==> config.mk <==
export PLATFORM = sky130hd
export DESIGN_NAME = noc_cord_flit_decoder_flat
export DESIGN_NICKNAME = d
export VERILOG_FILES = /design/src/rtl/noc_cord_flit_decoder_pkg.sv /design/src/rtl/noc_cord_flit_decoder_if.sv /design/src/rtl/noc_cord_flit_decoder_out_reg.sv /design/src/rtl/noc_cord_flit_decoder.sv /design/src/flat_wrapper.sv
export SDC_FILE = /design/constraint.sdc
export NUM_CORES = 1
export LEC_CHECK = 0
export BUFFER_PORTS_ARGS = -buffer_cell sky130_fd_sc_hd__buf_2
export CAP_MARGIN = 20
export CORE_MARGIN = 10
export CORE_UTILIZATION = 45
export DETAILED_ROUTE_END_ITERATION = 6
export PLACE_DENSITY = 0.75
export RECOVER_POWER = 25
export SLEW_MARGIN = 15
export SYNTH_ARGS = -nofsm -noshare
export SYNTH_HDL_FRONTEND = slang
export SYNTH_HIERARCHICAL = 1
export SYNTH_SLANG_ARGS = --single-unit
==> constraint.sdc <==
create_clock -name clk_i -period 2.6 [get_ports clk_i]
set_input_delay 0.26 -clock clk_i [delete_from_list [all_inputs] [get_ports clk_i]]
set_output_delay 0.26 -clock clk_i [all_outputs]
set_load 0.01 [all_outputs]
==> src/rtl/noc_cord_flit_decoder_pkg.sv <==
// Shared direction encoding and cord-marker helper for the NoC header decoder.
package noc_cord_pkg;

  localparam int unsigned dir_width_gp = 5;

  typedef enum logic [2:0] {
    e_dir_p = 3'd0,
    e_dir_w = 3'd1,
    e_dir_e = 3'd2,
    e_dir_n = 3'd3,
    e_dir_s = 3'd4
  } dir_e;

  // Element i is the low bit of dimension i; element dims is the total cord width.
  typedef logic [2:0][31:0] cord_markers_t;

  function automatic cord_markers_t cord_markers(input int unsigned x_w, input int unsigned y_w);
    cord_markers_t m;
    m[0] = 32'd0;
    m[1] = x_w;
    m[2] = x_w + y_w;
    return m;
  endfunction

  function automatic logic [dir_width_gp-1:0] dir_onehot(input dir_e d);
    return dir_width_gp'(1) << d;
  endfunction

endpackage

==> src/rtl/noc_cord_flit_decoder_if.sv <==
// Receive link and registered output link of the flit decoder, seen from the decoder side.
interface noc_cord_flit_decoder_if #(parameter int unsigned flit_width_p = 64);
  import noc_cord_pkg::*;

  logic [flit_width_p-1:0] flit_i;
  logic                    v_i;
  logic                    ready_o;

  logic [flit_width_p-1:0] flit_o;
  logic [dir_width_gp-1:0] dir_o;
  logic                    head_o;
  logic                    v_o;
  logic                    ready_i;

  modport master (
    output flit_i, v_i, ready_i,
    input  ready_o, flit_o, dir_o, head_o, v_o
  );

  modport slave (
    input  flit_i, v_i, ready_i,
    output ready_o, flit_o, dir_o, head_o, v_o
  );

endinterface

==> src/rtl/noc_cord_flit_decoder_out_reg.sv <==
// Single-entry valid/ready pipe register; refills in the same cycle it drains.
module noc_flit_out_reg #(
  parameter int unsigned width_p = 70
) (
  input  logic               clk_i,
  input  logic               reset_i,
  input  logic [width_p-1:0] data_i,
  input  logic               v_i,
  output logic               ready_o,
  output logic [width_p-1:0] data_o,
  output logic               v_o,
  input  logic               ready_i
);

  logic [width_p-1:0] data_q;
  logic               v_q;

  assign ready_o = ~v_q | ready_i;
  assign data_o  = data_q;
  assign v_o     = v_q;

  always_ff @(posedge clk_i or posedge reset_i) begin
    if (reset_i) begin
      data_q <= '0;
      v_q    <= 1'b0;
    end else if (v_i & ready_o) begin
      data_q <= data_i;
      v_q    <= 1'b1;
    end else if (ready_i) begin
      v_q    <= 1'b0;
    end
  end

endmodule

==> src/rtl/noc_cord_flit_decoder.sv <==
// Header decoder: X-then-Y direction resolve on header flits, direction held for body flits.
// state   | meaning
// HEAD    | next accepted flit is a header; decode and latch its direction
// BODY    | count_q body flits remain; reuse the latched direction
module noc_cord_flit_decoder
  import noc_cord_pkg::*;
#(
  parameter int unsigned dims_p         = 2,
  parameter int unsigned x_cord_width_p = 10,
  parameter int unsigned y_cord_width_p = 20,
  parameter int unsigned len_width_p    = 4,
  parameter int unsigned flit_width_p   = 64,
  localparam cord_markers_t markers_lp  = cord_markers(x_cord_width_p, y_cord_width_p),
  localparam int unsigned cord_width_lp = markers_lp[dims_p]
) (
  input  logic                     clk_i,
  input  logic                     reset_i,
  input  logic [cord_width_lp-1:0] my_cord_i,
  noc_cord_flit_decoder_if.slave   link
);

  localparam int unsigned x_lo_lp = markers_lp[0];
  localparam int unsigned x_hi_lp = markers_lp[1] - 1;
  localparam int unsigned pay_width_lp = 1 + dir_width_gp + flit_width_p;

  typedef enum logic {
    e_head = 1'b0,
    e_body = 1'b1
  } state_e;

  state_e                  state_q, state_d;
  logic [len_width_p-1:0]  count_q, count_d;
  logic [dir_width_gp-1:0] dir_q, dir_d;

  logic [x_cord_width_p-1:0] dest_x, my_x;
  logic [len_width_p-1:0]    len;
  logic                      y_lt, y_gt;
  dir_e                      dir_dec;
  logic                      head_s;
  logic [dir_width_gp-1:0]   dir_s;
  logic                      ready_lo, v_lo, accept;
  logic [pay_width_lp-1:0]   pay_li, pay_lo;

  assign dest_x = link.flit_i[x_hi_lp:x_lo_lp];
  assign my_x   = my_cord_i[x_hi_lp:x_lo_lp];
  assign len    = link.flit_i[cord_width_lp +: len_width_p];

  if (dims_p > 1) begin : g_y
    localparam int unsigned y_lo_lp = markers_lp[1];
    localparam int unsigned y_hi_lp = markers_lp[2] - 1;
    logic [y_cord_width_p-1:0] dest_y, my_y;
    assign dest_y = link.flit_i[y_hi_lp:y_lo_lp];
    assign my_y   = my_cord_i[y_hi_lp:y_lo_lp];
    assign y_lt   = dest_y < my_y;
    assign y_gt   = dest_y > my_y;
  end else begin : g_no_y
    assign y_lt = 1'b0;
    assign y_gt = 1'b0;
  end

  // X is fully resolved before Y is considered.
  always_comb begin
    dir_dec = e_dir_p;
    if (dest_x < my_x)      dir_dec = e_dir_w;
    else if (dest_x > my_x) dir_dec = e_dir_e;
    else if (y_lt)          dir_dec = e_dir_n;
    else if (y_gt)          dir_dec = e_dir_s;
  end

  assign accept = link.v_i & ready_lo;

  always_ff @(posedge clk_i or posedge reset_i) begin
    if (reset_i) begin
      state_q <= e_head;
      count_q <= '0;
      dir_q   <= '0;
    end else begin
      state_q <= state_d;
      count_q <= count_d;
      dir_q   <= dir_d;
    end
  end

  always_comb begin
    state_d = state_q;
    count_d = count_q;
    dir_d   = dir_q;
    head_s  = 1'b0;
    dir_s   = dir_q;
    unique case (state_q)
      e_head: begin
        head_s = 1'b1;
        dir_s  = dir_onehot(dir_dec);
        if (accept) begin
          dir_d   = dir_s;
          count_d = len;
          state_d = (len == '0) ? e_head : e_body;
        end
      end
      e_body: begin
        if (accept) begin
          count_d = count_q - len_width_p'(1);
          if (count_q == len_width_p'(1)) state_d = e_head;
        end
      end
      default: state_d = e_head;
    endcase
  end

  assign pay_li = {head_s, dir_s, link.flit_i};

  noc_flit_out_reg #(.width_p(pay_width_lp)) out_reg (
    .clk_i   (clk_i),
    .reset_i (reset_i),
    .data_i  (pay_li),
    .v_i     (link.v_i),
    .ready_o (ready_lo),
    .data_o  (pay_lo),
    .v_o     (v_lo),
    .ready_i (link.ready_i)
  );

  assign link.ready_o = ready_lo;
  assign link.v_o     = v_lo;
  assign link.head_o  = pay_lo[pay_width_lp-1];
  assign link.dir_o   = pay_lo[flit_width_p +: dir_width_gp];
  assign link.flit_o  = pay_lo[flit_width_p-1:0];

endmodule

==> src/flat_wrapper.sv <==
// flat-port wrapper written by rule: the top's interface ports become plain ports
module noc_cord_flit_decoder_flat import noc_cord_pkg::*;
#(
  parameter int unsigned dims_p         = 2,
  parameter int unsigned x_cord_width_p = 10,
  parameter int unsigned y_cord_width_p = 20,
  parameter int unsigned len_width_p    = 4,
  parameter int unsigned flit_width_p   = 64,
  localparam cord_markers_t markers_lp  = cord_markers(x_cord_width_p, y_cord_width_p),
  localparam int unsigned cord_width_lp = markers_lp[dims_p]
)
  (clk_i, reset_i, my_cord_i, link_flit_i, link_v_i, link_ready_i, link_ready_o, link_flit_o, link_dir_o, link_head_o, link_v_o);
  noc_cord_flit_decoder_if #(.flit_width_p(flit_width_p)) link_i ();
  input  logic clk_i;
  input  logic reset_i;
  input  logic [cord_width_lp-1:0] my_cord_i;
  input wire logic [$bits(link_i.flit_i)-1:0] link_flit_i;
  input wire logic [$bits(link_i.v_i)-1:0] link_v_i;
  input wire logic [$bits(link_i.ready_i)-1:0] link_ready_i;
  output wire logic [$bits(link_i.ready_o)-1:0] link_ready_o;
  output wire logic [$bits(link_i.flit_o)-1:0] link_flit_o;
  output wire logic [$bits(link_i.dir_o)-1:0] link_dir_o;
  output wire logic [$bits(link_i.head_o)-1:0] link_head_o;
  output wire logic [$bits(link_i.v_o)-1:0] link_v_o;
  assign link_i.flit_i = link_flit_i;
  assign link_i.v_i = link_v_i;
  assign link_i.ready_i = link_ready_i;
  assign link_ready_o = link_i.ready_o;
  assign link_flit_o = link_i.flit_o;
  assign link_dir_o = link_i.dir_o;
  assign link_head_o = link_i.head_o;
  assign link_v_o = link_i.v_o;
  noc_cord_flit_decoder #(.dims_p(dims_p), .x_cord_width_p(x_cord_width_p), .y_cord_width_p(y_cord_width_p), .len_width_p(len_width_p), .flit_width_p(flit_width_p)) u_core (.clk_i(clk_i), .reset_i(reset_i), .my_cord_i(my_cord_i), .link(link_i));
endmodule
# Word level (Yosys, flattened, before mapping)
# Cells that the tools add are included.
dict set report word_totals {
  register_bits 81
  input_bits 98
  out_inout_bits 72
  elab_cells 38
}
dict set report classes {
  add_sub_neg 1
  n_lt_le_gt_ge 4
  n_eq_ne 3
  shifts 1
  mux 16
  n_bitwise 4
  reduce_logical 4
}
# operator count
set op_table {}
lappend op_table {{greater-than comparator 20 bit} 1}
lappend op_table {{< comparator 20 bit} 1}
lappend op_table {{2-to-1 mux 3 bit} 4}
lappend op_table {{greater-than comparator 10 bit} 1}
lappend op_table {{< comparator 10 bit} 1}
lappend op_table {{2-to-1 mux 4 bit} 2}
lappend op_table {{one-hot mux 4 bit (2 select lines)} 1}
lappend op_table {{2-to-1 mux 1 bit} 7}
lappend op_table {{2-to-1 mux 5 bit} 1}
lappend op_table {{left shift 1 x 3 -> 5 bit (first input constant)} 1}
lappend op_table {{== test 4 x 1 -> 1 bit (second input constant)} 1}
lappend op_table {{logical NOT 4 bit} 1}
lappend op_table {{AND reduction 2 bit} 2}
lappend op_table {{subtractor 4 x 1 -> 4 bit (second input constant)} 1}
lappend op_table {{inequality test 2 x 1 -> 1 bit (second input constant)} 1}
lappend op_table {{inequality test 2 bit (second input constant)} 1}
lappend op_table {{inverter 1 bit} 2}
lappend op_table {{one-hot mux 1 bit (2 select lines)} 1}
lappend op_table {{nonzero test 2 bit} 1}
lappend op_table {{bitwise AND 1 bit} 1}
lappend op_table {{OR 1 bit} 1}

# Depth between registers and ports, before layout
dict set report logic_depth {
  ltp_word 7
  mapped_depth 8
  depth_no_buf 8
}

# Hierarchy
# The synthesis kept the hierarchy.
# mod instances cells_per_inst area_each_um2 seq_area_each_um2
set modules_own_cells {}
lappend modules_own_cells {noc_flit_out_reg 1 152 2941.6 1776.7}
lappend modules_own_cells {noc_cord_flit_decoder 1 174 1376.3 250.2}

# Worst setup path before layout
# No wires, ideal clock.
dict set report synth_path {
  kind {input port to flip-flop}
  from {in my_cord_i[9]}
  to {reg u_core.out_reg.data_q[67] (netlist: u_core/out_reg/data_o[67])}
  setup_ns 0.125
  t_arrival_ns 1.900
  required_ns 2.475
  setup_slack_ns 0.575
  path_stages 8
  n_path_buf 0
  path_cell_list {inv_1 ha_1 a21oi_1 o21ai_0 o41ai_2 nor2_1 a22o_2 mux2_4}
}
dict set report synth_between {
  elab_chain_cells 5
  elab_cells_between_ends 6
  classes_between {2 x order compare; 1 x shift; 3 x mux}
}
# item line
set synth_lines {}
lappend synth_lines {{from (decl)} flat_wrapper.sv:16} ;# input logic [cord_width_lp-1:0] my_cord_i;
lappend synth_lines {{greater-than comparator 10 bit} noc_cord_flit_decoder.sv:65} ;# else if (dest_x > my_x) dir_dec = e_dir_e;
lappend synth_lines {{2-to-1 mux 3 bit} noc_cord_flit_decoder.sv:65}
lappend synth_lines {{2-to-1 mux 3 bit *} noc_cord_flit_decoder.sv:64} ;# if (dest_x < my_x) dir_dec = e_dir_w;
lappend synth_lines {{left shift 1 x 3 -> 5 bit *} noc_cord_flit_decoder_pkg.sv:26} ;# return dir_width_gp'(1) << d;
lappend synth_lines {{2-to-1 mux 5 bit *} noc_cord_flit_decoder.sv:90} ;# unique case (state_q)
lappend synth_lines {{via u_core.dir_s[3]} noc_cord_flit_decoder.sv:40} ;# logic [dir_width_gp-1:0] dir_s;
lappend synth_lines {{to (signal assigned)} noc_cord_flit_decoder_out_reg.sv:27} ;# data_q <= data_i;
lappend synth_lines {{to (decl)} noc_cord_flit_decoder_out_reg.sv:15} ;# logic [width_p-1:0] data_q;
# Mark *: on every way through the listed nets, which the timed path passes. The rest lies on a longest branch.
# A chain may end at the register's enable or synchronous reset.

# Worst setup path in the final report
dict set report layout_path {
  from {in my_cord_i[7]}
  to {reg u_core.out_reg.data_q[67] (netlist: u_core/out_reg/data_o[67])}
}
# Same word-level chain as after synthesis.

==> metrics.md <==
| Metric | Value |
|---|---|
| Average routed wire per standard cell | 17.1 µm |
| Buffers on Ports | 169 |
| IR Drop Worst-Case VDD | 0.000290 V |
| Flip-flop and latch area | 2030 µm² |
| Buf/Inv on CP | 2 |
| Net count reported at finish | 630 |
| Final RePlAce weighted congestion | 0.752 |
| Most frequent cells in the layout | sky130_fd_sc_hd__buf_2, sky130_fd_sc_hd__dfrtp_1, sky130_fd_sc_hd__mux2_4 |
| Max_cap viols | 1 |
| Cells after synthesis | 326 |
| RSZ-0062 raised after global routing | no |
| Highest clock frequency the design can meet | 0.504 GHz |
| Count of buffers added by post-CTS timing repair for setup | 0 |
| Vertical die dimension | 118 µm |
| Number of levels the H-tree was split into | 3 |
| Sequential area share after synthesis | 0.469 |
| Initial antenna violation count | 0 |
| Root buffer selected by CTS | sky130_fd_sc_hd__clkbuf_8 |
| Final number of setup-violating endpoints | 0 |
| Overall power | 3.55 mW |
| Net count of the mapped netlist | 456 |
| Arithmetic-cell share of the synthesized area counting full adders, half adders and majority gates | 0.0927 |
| Share of flip-flops with an asynchronous set or reset after synthesis | 1.00 |
| Antenna cells | 0 |
| Number of buffers between clock root and the deepest sink | 2 |
| Number of placement rows | 35 |
| Area of the multi-input gates | 2040 µm² |
| Utilization of the core after routing | 0.587 |
| Final instance area | 5450 µm² |
| Distinct cell type count after synthesis | 35 |
| Path type of the worst min-delay path | in2reg |
| Ratio of final minimum period to clock period | 0.763 |
| Vias per Instance | 4.88 |
| Clock latency on the worst-skew pair | 0.35 ns |
| Total Neg Setup Slack | 0 ns |
| Clock slew at reported path FFs | 0.09 ns |
| Leak pwr | 2.98 nW |
| Die Area | 13900 µm² |
| Max-slew violation count | 36 |
| Compound-cell area share of the yosys netlist | 0.0742 |
| Sequence of cells on the critical path | buf_2, inv_1, ha_1, a21oi_1, o21ai_0, o41ai_2, nor2_1, a22o_2, mux2_4 |
| Critical Path End Type | flop |
| Die width | 118 µm |
| Initial detailed-routing violation count | 112 |
| Via count of the first global-routing pass | 3464 |
| Placed standard-cell area | 5280 µm² |
| Total wire length | 10.8 mm |
| Global route overflow | 0 |
| Synth Area per Inst | 13.2 µm² |
| Area growth from synthesis to final layout | 26.3% |
| Final antenna-violating net count | 0 |
| Pre-antenna DRT Iters | 4 |
| Combinational family with the most area after synthesis | multiplexers |
| Critical path fanouts, max | 6 |
| DR vias | 3092 |
| Number of enable flip-flop cells after synthesis | 0 |
| DRC violations left | 0 |
| Final worst hold slack | 0.138 ns |
| CTS tree | yes |
| Total power divided by cell area | 650 nW/µm² |
| I/O Pins | 170 |
| Kind of cell adding the most delay to the critical path | compound AO/OA/AOI/OAI gates |
| Basic-gate share of the synthesized area counting and, or, nand and nor cells | 0.0623 |
| Failing checks | max-capacitance violations, max-slew violations |
| Maximum clock skew at final layout | 0.00907 ns |
| Number of failing hold endpoints at the final stage | 0 |
| Core region area | 9280 µm² |
| Number of filler instances in the final layout | 805 |
| Worst EP arrival | 2.21 ns |
| Clock buffers created by TritonCTS | 9 |
| Critical path launch point type | input pin |
| Fin crit period | 1.98 ns |
| Effective utilization at floorplan | 0.465 |
| Xor/xnor cell area share of the yosys netlist | 0 |
| Ratio of cells with drive above 1 in the final layout | 0.505 |
| Largest incremental delay on the critical path | 0.61 ns |
| Max stage delay cell, worst path | sky130_fd_sc_hd__o41ai_2 |
| Wire length of the first global-routing pass | 18.0 mm |
| Kind of critical path | in2reg |
| Relative max-transition margin | -0.0829 |
| Most common cell after layout, fill and taps aside | sky130_fd_sc_hd__buf_2 |
| Total number of yosys warnings | 6 |
| Largest net degree at the start of global routing | 36 |
| Top_reg_cell synth | sky130_fd_sc_hd__dfrtp_1 |
| DP Wirelength | 8.62 mm |
| Share of synthesized area spent on multiplexers | 0.246 |
| Worst slew pin tran | 1.62 ns |
| Cell Area, Synth | 4320 µm² |
| GRT Total Usage | 0.156 |
| Register bit total from synthesis | 81 |
| Required @ worst endpoint | 2.83 ns |
| Run status | complete, but fails checks |
| Clock sinks | 81 |
worst paths after layout:
path | start | endpoint | slack [ns] | cells past startpoint
worst max-delay path | my_cord_i[7] | u_core/out_reg/data_o[67]$_DFFE_PP0P_ | 0.62 | 9
worst min-delay path | link_flit_i[41] | u_core/out_reg/data_o[41]$_DFFE_PP0P_ | 0.14 | 2
worst max register to register | u_core/out_reg/v_o$_DFFE_PP0P_ | u_core/out_reg/data_o[25]$_DFFE_PP0P_ | 0.77 | 4
worst min register to register | u_core/dir_q[4]$_DFFE_PP0P_ | u_core/dir_q[4]$_DFFE_PP0P_ | 0.49 | 2
max in group asynchronous | reset_i | u_core/out_reg/data_o[6]$_DFFE_PP0P_ | 0.81 | 4
min in group asynchronous | reset_i | u_core/dir_q[1]$_DFFE_PP0P_ | 0.47 | 3
final cells by class:
type                    count  share of cell area
clock buffers              10              0.0234
clock inverters             6              0.0124
inverters                  39              0.0271
multi-input cells         195               0.375
flip-flops and latches     81               0.372
well taps                 129              0.0296
repair buffers            174               0.161
stage by stage:
| stage | cells | worst slack [ns] |
|---|---|---|
| after global placement | 617 | 0.363 |
| final | 634 | 0.617 |
| after floorplan | 326 | 0.543 |
| after CTS | 634 | 0.638 |
| after global routing | 634 | 0.513 |
| after detailed placement | 617 | 0.288 |
metal layers:
layer / vias to the layer above / routed length, µm / global-route usage
li1: 1487 / - / -
met1: 1490 / 4820 / 0.192
met2: 105 / 5240 / 0.256
met3: 10 / 683 / 0.0576
met4: 0 / 103 / 0.0340
met5: - / 0 / 0
cell families after synthesis:
logic type | count (synthesis)
adder cells (fa/ha/maj) | 32
multiplexers | 71
AO/OA/AOI/OAI | 48
buffers and inverters | 50
AND/OR/NAND/NOR | 44
flip-flops | 81
power by group:
group | switching (mW) | total (mW) | internal (mW) | leakage (nW)
Combinational | 0.463 | 0.991 | 0.527 | 1.92
Clock | 0.479 | 0.927 | 0.448 | 0.0929
Sequential | 0.153 | 1.63 | 1.48 | 0.964
Total | 1.10 | 3.55 | 2.45 | 2.98
synth_stat cells, types with 2 or more instances:
| library cell | n | share of area |
|---|---|---|
| sky130_fd_sc_hd__ha_1 | 32 | 0.093 |
| sky130_fd_sc_hd__nand3_1 | 3 | 0.0035 |
| sky130_fd_sc_hd__buf_6 | 7 | 0.018 |
| sky130_fd_sc_hd__nand4_1 | 3 | 0.0043 |
| sky130_fd_sc_hd__mux2_4 | 70 | 0.24 |
| sky130_fd_sc_hd__nand4_2 | 3 | 0.0087 |
| sky130_fd_sc_hd__a21o_1 | 3 | 0.0052 |
| sky130_fd_sc_hd__inv_1 | 39 | 0.034 |
| sky130_fd_sc_hd__nor2_1 | 4 | 0.0035 |
| sky130_fd_sc_hd__nand2b_1 | 2 | 0.0029 |
| sky130_fd_sc_hd__o31ai_1 | 2 | 0.0035 |
| sky130_fd_sc_hd__clkbuf_1 | 4 | 0.0035 |
| sky130_fd_sc_hd__a22o_2 | 2 | 0.0046 |
| sky130_fd_sc_hd__nand2_1 | 18 | 0.016 |
| sky130_fd_sc_hd__o21ai_0 | 12 | 0.014 |
| sky130_fd_sc_hd__o41ai_1 | 6 | 0.012 |
| sky130_fd_sc_hd__nor3_1 | 4 | 0.0046 |
| sky130_fd_sc_hd__dfrtp_1 | 81 | 0.47 |
| sky130_fd_sc_hd__a21oi_1 | 15 | 0.017 |
repair_timing:
item                                   CTS  global route
hold buffers                             1             0
gates resized for setup                  0             0
endpoints found under the hold margin   43             0
worst register-to-register path, delay by kind of cell, from the launching register on:
kind / cells / cell delay [ns]
buf+inv: 1 / 0.40
flops: 1 / 0.38
mux: 1 / 0.33
simple gates: 2 / 0.61
registers in the layout, indices dropped and copies added (netlist names):
signal	cells
u_core/count_q	4
u_core/dir_q	5
u_core/out_reg/data_o	70
u_core/out_reg/v_o	1
u_core/state_q	1
(Power assumes the default switching activity.)
